--- src/rtl/mem_pkg.sv ---
// Shared sizing constants and FSM state encoding for the external SRAM controller.
package mem_pkg;

    localparam int unsigned DATA_WIDTH = 8;
    localparam int unsigned RAM_DEPTH  = 1024;
    localparam int unsigned ADDR_WIDTH = $clog2(RAM_DEPTH);

    typedef enum logic [2:0] {
        IDLE   = 3'd0,
        WR     = 3'd1,
        RD     = 3'd2,
        RD_CAP = 3'd3,
        TURN   = 3'd4
    } state_e;

endpackage

--- src/rtl/mem_ctrl.sv ---
// Single-port external SRAM controller: valid/ready request side, registered RAM strobes,
// one-cycle writes, 3-cycle reads with a bus turnaround cycle for read-then-write.
module mem_ctrl #(
    parameter int unsigned DATA_WIDTH = mem_pkg::DATA_WIDTH,
    parameter int unsigned RAM_DEPTH  = mem_pkg::RAM_DEPTH,
    parameter int unsigned ADDR_WIDTH = $clog2(RAM_DEPTH)
) (
    input  logic                  clk_ip,
    input  logic                  rst_ip,
    input  logic                  req_valid_ip,
    output logic                  req_ready_op,
    input  logic                  req_we_ip,
    input  logic [ADDR_WIDTH-1:0] req_addr_ip,
    input  logic [DATA_WIDTH-1:0] req_wdata_ip,
    output logic                  rsp_valid_op,
    output logic [DATA_WIDTH-1:0] rsp_rdata_op,
    output logic                  cs_op,
    output logic                  we_op,
    output logic                  oe_op,
    output logic [ADDR_WIDTH-1:0] address_op,
    output logic [DATA_WIDTH-1:0] data_op,
    output logic                  data_oe_op,
    input  logic [DATA_WIDTH-1:0] data_ip
);
    import mem_pkg::*;

    state_e                  state;
    state_e                  state_nxt;
    logic                    accept;
    logic                    from_pend;
    logic                    cs_d;
    logic                    we_d;
    logic                    oe_d;
    logic                    ready_d;
    logic                    rsp_valid_d;
    logic [DATA_WIDTH-1:0]   rsp_rdata_d;
    logic [ADDR_WIDTH-1:0]   addr_d;
    logic [DATA_WIDTH-1:0]   data_d;
    logic [ADDR_WIDTH-1:0]   pend_addr;
    logic [DATA_WIDTH-1:0]   pend_wdata;

    // Next state and next values of every registered output.
    always_comb begin
        state_nxt   = state;
        accept      = req_valid_ip && req_ready_op;
        from_pend   = 1'b0;
        cs_d        = 1'b0;
        we_d        = 1'b0;
        oe_d        = 1'b0;
        ready_d     = 1'b0;
        addr_d      = address_op;
        data_d      = data_op;
        rsp_valid_d = 1'b0;
        rsp_rdata_d = rsp_rdata_op;

        unique case (state)
            IDLE, WR: begin
                if (accept) state_nxt = req_we_ip ? WR : RD;
                else        state_nxt = IDLE;
            end
            RD_CAP: begin
                // A write right behind a read needs a dead cycle while the RAM releases the bus.
                if (accept) state_nxt = req_we_ip ? TURN : RD;
                else        state_nxt = IDLE;
            end
            RD:      state_nxt = RD_CAP;
            TURN:    state_nxt = WR;
            default: state_nxt = IDLE;
        endcase

        from_pend = (state == TURN);
        cs_d      = (state_nxt == WR) || (state_nxt == RD);
        we_d      = (state_nxt == WR);
        oe_d      = (state_nxt == RD);
        ready_d   = (state_nxt == IDLE) || (state_nxt == WR) || (state_nxt == RD_CAP);

        // The RAM-side address/data only move when a new access begins; otherwise they hold.
        if (cs_d) addr_d = from_pend ? pend_addr : req_addr_ip;
        if (we_d) data_d = from_pend ? pend_wdata : req_wdata_ip;

        if (state == RD_CAP) begin
            rsp_valid_d = 1'b1;
            rsp_rdata_d = data_ip;
        end
    end

    // State, pending request and output registers.
    always_ff @(posedge clk_ip) begin
        if (rst_ip) begin
            state        <= IDLE;
            req_ready_op <= 1'b0;
            rsp_valid_op <= 1'b0;
            rsp_rdata_op <= '0;
            cs_op        <= 1'b0;
            we_op        <= 1'b0;
            oe_op        <= 1'b0;
            data_oe_op   <= 1'b0;
            address_op   <= '0;
            data_op      <= '0;
            pend_addr    <= '0;
            pend_wdata   <= '0;
        end else begin
            state        <= state_nxt;
            req_ready_op <= ready_d;
            rsp_valid_op <= rsp_valid_d;
            rsp_rdata_op <= rsp_rdata_d;
            cs_op        <= cs_d;
            we_op        <= we_d;
            oe_op        <= oe_d;
            data_oe_op   <= we_d;
            address_op   <= addr_d;
            data_op      <= data_d;
            if (accept) begin
                pend_addr  <= req_addr_ip;
                pend_wdata <= req_wdata_ip;
            end
        end
    end

endmodule

--- config.mk ---
export PLATFORM = sky130hd
export DESIGN_NAME = mem_ctrl
export DESIGN_NICKNAME = d
export VERILOG_FILES = /design/src/rtl/mem_pkg.sv /design/src/rtl/mem_ctrl.sv
export SDC_FILE = /design/constraint.sdc
export NUM_CORES = 1
export LEC_CHECK = 0
export ABC_AREA = 1
export CORE_MARGIN = 4
export CORE_UTILIZATION = 40
export DETAILED_ROUTE_END_ITERATION = 8
export PLACE_DENSITY = 0.77
export REMOVE_ABC_BUFFERS = 1
export SLEW_MARGIN = 20
export SYNTH_ARGS = -nofsm -noshare
export SYNTH_HDL_FRONTEND = slang
export SYNTH_SLANG_ARGS = --single-unit
--- constraint.sdc ---
create_clock -name clk_ip -period 1.4 [get_ports clk_ip]
set_input_delay 0.28 -clock clk_ip [delete_from_list [all_inputs] [get_ports clk_ip]]
set_output_delay 0.28 -clock clk_ip [all_outputs]
set_load 0.01 [all_outputs]
==> flow_summary.yaml <==
outcome:
  status: "finished clean"
timing:
  fmax_mhz: 776
  hold_viol_final: 0
  drv_slew: 0
  setup_violations: 0
  final.setup_skew_ns: 0.00572
  maxSlewHeadroom_pct: 84.1
  rsz0062_at_grt: "false"
  tightest_slew_ns: 0.238
  period_minus_slack_ns: 1.29
  period_share_pct: 92.0
clock_tree:
  cts_sinks: 52
  clockRootBuffer: "clkbuf_8"
  clockBufferDepth: 2
  clk_latency_ns: 0.30
  htree_levels: 2
  cts_buffers: 5
  cts_tree: "built"
  clk_pin_slew_worst_paths_ns: 0.09
synth:
  ys_warn_count: 0
  synth_most_common_cell: "o21ai_0"
  synth_common_cells: "o21ai_0 (53), dfxtp_1 (52), nor2_1 (43), a21oi_1 (38), nand2_1 (36)"
  ys_types: 19
  ys_seq_area_share_pct: 48.2
  async_flop_share_pct: 0
  ys_ff_latch: 52
  synth_edf_count: 0
  syn_inst: 295
  syn_area_um2: 2160
  yosysTopAreaCell: "dfxtp_1"
  synthTopCellsByArea: "dfxtp_1 (48%), o21ai_0 (12%), a21oi_1 (8.8%)"
  syn_area_per_cell_um2: 7.32
  synth_top_area_share_pct: 48.2
  synthFlopType: "dfxtp_1"
drt:
  wl_per_cell_um: 11.3
  ant_nets: 0
  drt_wl_total_um: 4890
  first_iter_violations: 88
  num_vias: 2014
  drcViolationCount: 0
  drt-vias-per-instance: 4.67
  first_pass_iters: 4
place:
  dp_hpwl_um: 3400
  placed_area_um2: 2890
  numPortBuffers: 61
  place_congestion: 0.789
flow_run:
  drv_cap: 0
cells_and_area:
  drive_above_1_share_pct: 13.0
  antenna_cells: 0
  final_cell_area_um2: 3040
  syn_to_final_growth_pct: 41.0
  layout.nets: 390
  fin_util_pct: 58.9
floorplan:
  initial_utilization_pct: 41.7
  die_area_um2: 6630
  placement_rows: 26
  die_w_um: 81.5
  coreArea_um2: 5170
  num_io_pins: 62
  fp.dieH_um: 81.5
global_routing:
  grt_pass1_wl_um: 7730
  first_global_vias: 1750
  track_usage_pct: 15.1
  grt_max_degree: 31
  antenna_found_initial: 0
  overflow: 0
worst_setup_path:
  path_class: "reg -> reg"
  critPathCaptureType: "flip-flop"
  crit_fanout: 9
  cp_slowest_stage_delay_ns: 0.35
  crit_chain: "nand2_2 -> buf_4 -> inv_1 -> nand2_1 -> nand2_2 -> inv_6 -> buf_12 -> a21oi_1 -> nor2_1"
  cp.required_ns: 1.60
  crit_slowest_cell: "dfxtp_1"
  start_kind: "flip-flop"
  critPathMostFrequentCell: "nand2_2"
  crit_arrival_ns: 1.49
pwr:
  p_per_area_nw_per_um2: 1010
  vdd_drop_max_v: 0.000431
  leakage_nw: 1.43
hold_path:
  hp-class: "in -> reg"
==> state kept, by name (all words and copies together), names as in the netlist <==
register      flops
state             3
pend_addr        10
cs_op             1
pend_wdata        8
rsp_valid_op      1
data_op           8
req_ready_op      1
address_op       10
data_oe_op        1
rsp_rdata_op      8
oe_op             1
==> cell type report <==
type                            instances  area (µm²)
Fill cell                             501        2130
Sequential cell                        52        1040
Multi-Input combinational cell        190         943
Timing Repair Buffer                   76         742
Inverter                               35         138
Clock buffer                            8        90.1
Tap cell                               70        87.6
==> cell usage in the layout, fill, tap and decap left out, drive strengths merged <==
master          n
and3            1
a21oi          38
dlygate4sd2    32
nand3          11
buf            15
dfxtp          52
clkdlybuf4s50  27
inv            34
clkbuf          8
nand2          41
o21ai          54
dlymetal6s2s    2
nor2           45
clkinv          1
==> path summary, 6_finish.rpt <==
check / startpoint / to / slack, ns / cells past startpoint
worst max register to register: req_ready_op$_SDFF_PP0_ / data_op[0]$_SDFFE_PP0N_ / 0.11 / 9
worst min register to register: pend_addr[3]$_SDFFE_PP0N_ / pend_addr[3]$_SDFFE_PP0N_ / 0.45 / 2
worst max-delay path: req_ready_op$_SDFF_PP0_ / data_op[0]$_SDFFE_PP0N_ / 0.11 / 9
worst min-delay path: req_we_ip / state[2]$_SDFF_PP0_ / 0.39 / 5
==> metrics by stage <==
stage               instances  hold slack [ns]  TNS, ns  total power [mW]  worst slack, ns
floorplan                 276            0.349    -7.73              1.92           -0.406
global placement          421            0.430    -7.60              2.22           -0.353
detailed placement        421            0.438    -8.30              2.24           -0.398
CTS                       429            0.451        0              3.07           0.0136
global route              431            0.400        0              3.24           0.0406
finish                    431            0.388        0              3.07            0.112
==> metal layers <==
metal	track usage [%]	wire length [µm]	part of all wire (%)	vias up
li1	-	-	-	1073
met1	17.8	2230	46	883
met2	25.5	2250	46	52
met3	3.95	313	6.4	6
met4	7.43	87	1.8	0
met5	0	0	0	-
==> worst max-delay path: cells and delay by family, from the launching register on <==
kind	cells	cell delay, ns
simple gates	4	0.29
flops	1	0.35
buf+inv	4	0.40
compound gates	1	0.14
==> logic make-up (layout without fill, tap and decap cells) <==
family | count (synthesis) | in the layout | share of synthesized area [%]
flops | 52 | 52 | 48.2
simple gates | 97 | 98 | 19.0
buf+inv | 54 | 119 | 11.2
compound gates | 92 | 92 | 21.5
==> power breakdown <==
group | switching, mW | internal, mW
clock network | 0.456 | 0.404
registers | 0.0449 | 1.58
logic | 0.295 | 0.288
==> what timing repair did <==
action                                  4_1_cts  5_1_grt
pin swaps                                     0        3
buffers inserted                              0        1
gates cloned                                  0        1
resized for setup                            35       24
hold buffers                                  0        0
endpoints found under the setup margin       51       21
Power figures use the tool's default switching activity.
